## config.mk

```make
export PLATFORM = sky130hd
export DESIGN_NAME = addr_arbiter
export DESIGN_NICKNAME = d
export VERILOG_FILES = /design/src/rtl/addr_arbiter_pkg.sv /design/src/rtl/addr_arbiter_tag_delay.sv /design/src/rtl/addr_arbiter.sv
export SDC_FILE = /design/constraint.sdc
export NUM_CORES = 1
export LEC_CHECK = 0
export ABC_CLOCK_PERIOD_IN_PS = 3300
export CORE_AREA = 2 2 62 49
export CTS_CLUSTER_SIZE = 16
export DETAILED_ROUTE_END_ITERATION = 12
export DIE_AREA = 0 0 64 51
export GPL_ROUTABILITY_DRIVEN = 1
export MAX_ROUTING_LAYER = met4
export PLACE_DENSITY = 0.68
export SETUP_SLACK_MARGIN = 0.1
export SYNTH_ARGS = -nofsm -noshare
export SYNTH_HDL_FRONTEND = slang
export SYNTH_HIERARCHICAL = 1
export SYNTH_SLANG_ARGS = --single-unit
```

## constraint.sdc

```tcl
create_clock -name clk -period 3.3 [get_ports clk]
set_clock_uncertainty 0.15 [all_clocks]
set_input_delay 0.66 -clock clk [delete_from_list [all_inputs] [get_ports clk]]
set_output_delay 0.66 -clock clk [all_outputs]
set_load 0.03 [all_outputs]
```

## src/rtl/addr_arbiter_pkg.sv

```systemverilog
// Shared types and constants for the two-requester address arbiter.
// Owner tags travel through the datapath-latency pipeline as tag_t records.
package addr_arbiter_pkg;

    typedef enum logic [1:0] {
        IDLE = 2'd0,
        OWN0 = 2'd1,
        OWN1 = 2'd2
    } arb_state_e;

    localparam logic REQ_FETCH  = 1'b0;
    localparam logic REQ_OPND   = 1'b1;
    localparam int   DEFAULT_AW = 4;

    typedef struct packed {
        logic valid;
        logic owner;
    } tag_t;

endpackage

```

## src/rtl/addr_arbiter_tag_delay.sv

```systemverilog
// LAT-deep {valid, owner} shift register that lines owner tags up with the
// datapath's delayed addr output.
module tag_delay
    import addr_arbiter_pkg::*;
#(
    parameter int LAT = 3
) (
    input  logic clk,
    input  logic rst_n,
    input  logic in_valid,
    input  logic in_owner,
    output logic out_valid,
    output logic out_owner
);

    tag_t [LAT-1:0] stage_q;
    tag_t [LAT-1:0] stage_d;

    // Idle cycles keep carrying the most recent owner so tag_owner stays stable.
    always_comb begin
        stage_d          = stage_q;
        stage_d[0].valid = in_valid;
        stage_d[0].owner = in_valid ? in_owner : stage_q[0].owner;
        for (int i = 1; i < LAT; i++) begin
            stage_d[i] = stage_q[i-1];
        end
    end

    always_ff @(posedge clk or negedge rst_n) begin
        if (!rst_n) begin
            stage_q <= '0;
        end else begin
            stage_q <= stage_d;
        end
    end

    assign out_valid = stage_q[LAT-1].valid;
    assign out_owner = stage_q[LAT-1].owner;

endmodule

```

## src/rtl/addr_arbiter.sv

```systemverilog
// Round-robin, burst-limited arbiter between the fetch and operand address
// ports; drives datapath D0/D1/ctl and an owner tag aligned with its addr.
module addr_arbiter
    import addr_arbiter_pkg::*;
#(
    parameter int AW    = DEFAULT_AW,
    parameter int LAT   = 3,
    parameter int BURST = 4
) (
    input  logic          clk,
    input  logic          rst_n,
    input  logic          req0,
    input  logic          req1,
    input  logic [AW-1:0] addr0,
    input  logic [AW-1:0] addr1,
    output logic          gnt0,
    output logic          gnt1,
    output logic [AW-1:0] d0,
    output logic [AW-1:0] d1,
    output logic          ctl,
    output logic          tag_valid,
    output logic          tag_owner,
    output logic [1:0]    dbg_state
);

    localparam int            CW      = $clog2(BURST + 1);
    localparam logic [CW-1:0] CNT_MAX = CW'(BURST);

    arb_state_e    state_q, state_d;
    logic          last_q, last_d;
    logic [CW-1:0] cnt_q, cnt_d;
    logic [AW-1:0] d0_q, d0_d;
    logic [AW-1:0] d1_q, d1_d;
    logic          ctl_q, ctl_d;
    logic          burst_done;
    logic          xfer;

    // An exhausted burst with the other side waiting becomes the switch cycle:
    // the owner is not granted again, so the hand-over costs exactly one cycle.
    assign burst_done = (cnt_q == CNT_MAX);
    assign gnt0 = req0 & (state_q == OWN0) & ~(burst_done & req1);
    assign gnt1 = req1 & (state_q == OWN1) & ~(burst_done & req0);
    assign xfer = gnt0 | gnt1;

    always_comb begin
        state_d = state_q;
        last_d  = last_q;
        cnt_d   = cnt_q;
        d0_d    = d0_q;
        d1_d    = d1_q;
        ctl_d   = ctl_q;

        if (gnt0) begin
            d0_d   = addr0;
            ctl_d  = REQ_FETCH;
            last_d = REQ_FETCH;
        end
        if (gnt1) begin
            d1_d   = addr1;
            ctl_d  = REQ_OPND;
            last_d = REQ_OPND;
        end
        if (xfer && !burst_done) begin
            cnt_d = cnt_q + CW'(1);
        end

        case (state_q)
            IDLE: begin
                cnt_d = '0;
                if (req0 && req1) begin
                    state_d = last_q ? OWN0 : OWN1;
                end else if (req0) begin
                    state_d = OWN0;
                end else if (req1) begin
                    state_d = OWN1;
                end
            end
            OWN0: begin
                if (!req0) begin
                    cnt_d   = '0;
                    state_d = req1 ? OWN1 : IDLE;
                end else if (burst_done && req1) begin
                    cnt_d   = '0;
                    state_d = OWN1;
                end
            end
            OWN1: begin
                if (!req1) begin
                    cnt_d   = '0;
                    state_d = req0 ? OWN0 : IDLE;
                end else if (burst_done && req0) begin
                    cnt_d   = '0;
                    state_d = OWN0;
                end
            end
            default: begin
                cnt_d   = '0;
                state_d = IDLE;
            end
        endcase
    end

    always_ff @(posedge clk or negedge rst_n) begin
        if (!rst_n) begin
            state_q <= IDLE;
            last_q  <= REQ_OPND;
            cnt_q   <= '0;
            d0_q    <= '0;
            d1_q    <= '0;
            ctl_q   <= 1'b0;
        end else begin
            state_q <= state_d;
            last_q  <= last_d;
            cnt_q   <= cnt_d;
            d0_q    <= d0_d;
            d1_q    <= d1_d;
            ctl_q   <= ctl_d;
        end
    end

    tag_delay #(.LAT(LAT)) u_tag_delay (
        .clk       (clk),
        .rst_n     (rst_n),
        .in_valid  (xfer),
        .in_owner  (gnt1),
        .out_valid (tag_valid),
        .out_owner (tag_owner)
    );

    assign d0        = d0_q;
    assign d1        = d1_q;
    assign ctl       = ctl_q;
    assign dbg_state = state_q;

endmodule

```

==> run_results.csv <==
group,metric,value,unit
run_status,status,"finished, final reports clean",
clock_tree,clock-root-buffer,"clkbuf_4",
drt,drtAntennaViolNets,0,
sta,min_period_over_period,0.920,
sta,worstMarginPinSlew,0.899,ns
sta,slew_headroom,0.399,
final_layout,final_util,0.475,
sta,rsz0062_at_grt,"no",
final_layout,fill_cells,242,
sta,min_period,3.04,ns
floorplan,dieWidth,64,um
synthesis,postSynthAreaPerCell,13.3,um^2
final_layout,drive_above_1_share,0.240,
sta,tns,0,ns
worst_setup_path,worstSetupPathType,"input port to output port",
floorplan,start_util,0.354,
synthesis,ys_types,25,
clock_tree,ctsResizeCount,0,
place,place_hpwl,1.30,mm
worst_setup_path,crit_arrival,2.23,ns
worst_setup_path,end_kind,"output port",
min_path,hold_path.class,"register to register",
sta,setup_viol,0,
floorplan,core_area,2740,um^2
final_layout,multi_input_area,404,um^2
drt,wire_per_inst,12.1,um
drt,vias,634,
place,io_buffers,26,
synthesis,synthFlopType,"dfrtp_1",
drt,vias_per_cell,4.46,
global_route,grt_start_max_net_pins,22,
worst_setup_path,path_max_fanout,7,
power,irDropWorstVdd,0.370,mV
sta,hold_violations,0,
floorplan,ioPinCount,27,
worst_setup_path,setup.worst_path.start_class,"input port",
clock_tree,clockBufferDepth,2,
synthesis,synth_top_area_share,0.515,
synthesis,async_reset_ff_frac,1.00,
final_layout,n_antenna_cell,0,
min_path,whs_path_depth,0,
power,p_leak,0.575,nW
synthesis,ys_ff_latch,21,
power,power_density,916,nW/um^2
synthesis,synth_edf_count,0,
drt,drtIter0Drc,14,
clock_tree,cts_tree,"done",
worst_setup_path,ff2ff_path_depth,6,
drt,drt-total-wl,1.72,mm
clock_tree,cts_setup_buffers,0,
synthesis,synthCells,73,
global_route,grt_use_total,0.123,
final_layout,syn2layout_area_growth,34.1,%
sta,fmax,329,MHz
floorplan,fp-row-count,17,
drt,drc_errors,0,
final_layout,seqCellArea,527,um^2
synthesis,synth.net_count,91,
run,max_cap_violations,0,
synthesis,yosys_warnings,6,
worst_setup_path,required,2.49,ns
global_route,antenna_found_initial,0,
clock_tree,clk_latency,0.30,ns
sta,final-max-slew-violation-count,0,
synthesis,seq_area_frac_synth,0.542,
clock_tree,htreeDepth,1,
synthesis,synthTopCellsByArea,"dfrtp_1 (51%), mux2_2 (9.3%), ha_1 (7.7%)",
floorplan,design.die.area,3260,um^2
drt,firstDrtPassIters,3,
clock_tree,cts_inserted_buffers,3,
final_layout,nets,123,
global_route,grt_pass1_vias,637,
place,gp_routability_congestion,0.790,
global_route,grt_pass1_wl,2.93,mm
synthesis,yosysTopAreaCell,"dfrtp_1",
floorplan,die_y,51,um
clock_tree,cts_hold_buf,0,
global_route,overflow,0,
synthesis,syn_area,972,um^2
clock_tree,numClockSinks,21,
clock_tree,clk_pin_slew,0.10,ns
[where the power goes]
part,internal [mW],switching (mW)
registers,0.369,0.0599
clock network,0.0471,0.0705
logic,0.315,0.333
total,0.732,0.463
[cells by family (layout without fill, tap and decap cells)]
| family | count (synthesis) | count (layout) | share of synthesized area |
|---|---|---|---|
| simple gates | 15 | 15 | 0.0772 |
| buf+inv | 7 | 38 | 0.0425 |
| xor+xnor | 1 | 1 | 0.00901 |
| fa+ha+maj | 6 | 6 | 0.0772 |
| flops | 21 | 21 | 0.542 |
| compound gates | 11 | 11 | 0.103 |
| mux | 12 | 12 | 0.149 |
[synth_stat cells (all sizes together), types with 2 or more instances]
| library cell | count |
|---|---|
| a21oi | 3 |
| nand2 | 4 |
| a21o | 3 |
| ha | 6 |
| nor2 | 4 |
| dfrtp | 20 |
| nor3 | 2 |
| buf | 2 |
| inv | 5 |
| nand2b | 2 |
| mux2 | 11 |
[critical path: stages]
cell	delay, ns
clkdlybuf4s50_1	0.48
nand2_1	0.10
a21o_2	0.26
inv_1	0.06
clkdlybuf4s50_1	0.65
[flip-flops by register name, summed over array words and instances (netlist names)]
| name | count |
|---|---|
| ctl | 1 |
| d1 | 4 |
| d0 | 4 |
| dbg_state | 2 |
| u_tag_delay/out_owner | 1 |
| last_q | 1 |
| u_tag_delay/stage_d | 4 |
| u_tag_delay/out_valid | 1 |
| cnt_q | 3 |
[layout make-up]
cell class	instances	area share
clock buffer	4	0.0202
multi-input combinational	45	0.310
timing repair buffer	29	0.215
sequential	21	0.404
tap	38	0.0365
inverter	5	0.0144
[per-layer routing]
metal,wire (um),vias up,global-route usage
met3,102,0,0.0529
li1,-,311,-
met2,820,17,0.184
met5,0,-,-
met1,796,306,0.155
met4,0,0,0.0326
[worst paths after layout]
| check | slack, ns | end | startpoint |
|---|---|---|---|
| worst max-delay path | 0.26 | gnt0 | req0 |
| worst min-delay path | 0.21 | u_tag_delay/out_owner | u_tag_delay/stage_d[4] |
| worst max register to register | 1.39 | dbg_state[1] | dbg_state[1] |
| worst min register to register | 0.21 | u_tag_delay/out_owner | u_tag_delay/stage_d[4] |
| max in group asynchronous | 1.74 | d0[3] | rst_n |
| min in group asynchronous | 0.71 | cnt_q[1] | rst_n |
[metrics by stage]
| stage | instances | setup slack, ns | hold slack (ns) | power [mW] | cell area [um^2] |
|---|---|---|---|---|---|
| floorplan | 73 | 1.10 | 0.181 | 0.843 | 972 |
| global placement | 138 | 0.280 | 0.183 | 1.07 | 1280 |
| detailed placement | 138 | 0.259 | 0.186 | 1.09 | 1280 |
| CTS | 142 | 0.258 | 0.211 | 1.21 | 1300 |
| global route | 142 | 0.172 | 0.214 | 1.28 | 1300 |
| finish | 142 | 0.265 | 0.206 | 1.19 | 1300 |
[cells in the final DEF, fill, tap and decap left out, types with 2 or more instances in the layout]
cell type	count
a21o_1	2
mux2_4	3
nor2_1	4
nand2_1	4
nand2b_1	2
buf_4	4
dfrtp_1	20
clkbuf_4	3
ha_1	6
nor3_1	2
a21oi_1	2
clkdlybuf4s50_1	25
inv_1	5
mux2_2	8
Power figures use the tool's default switching activity.
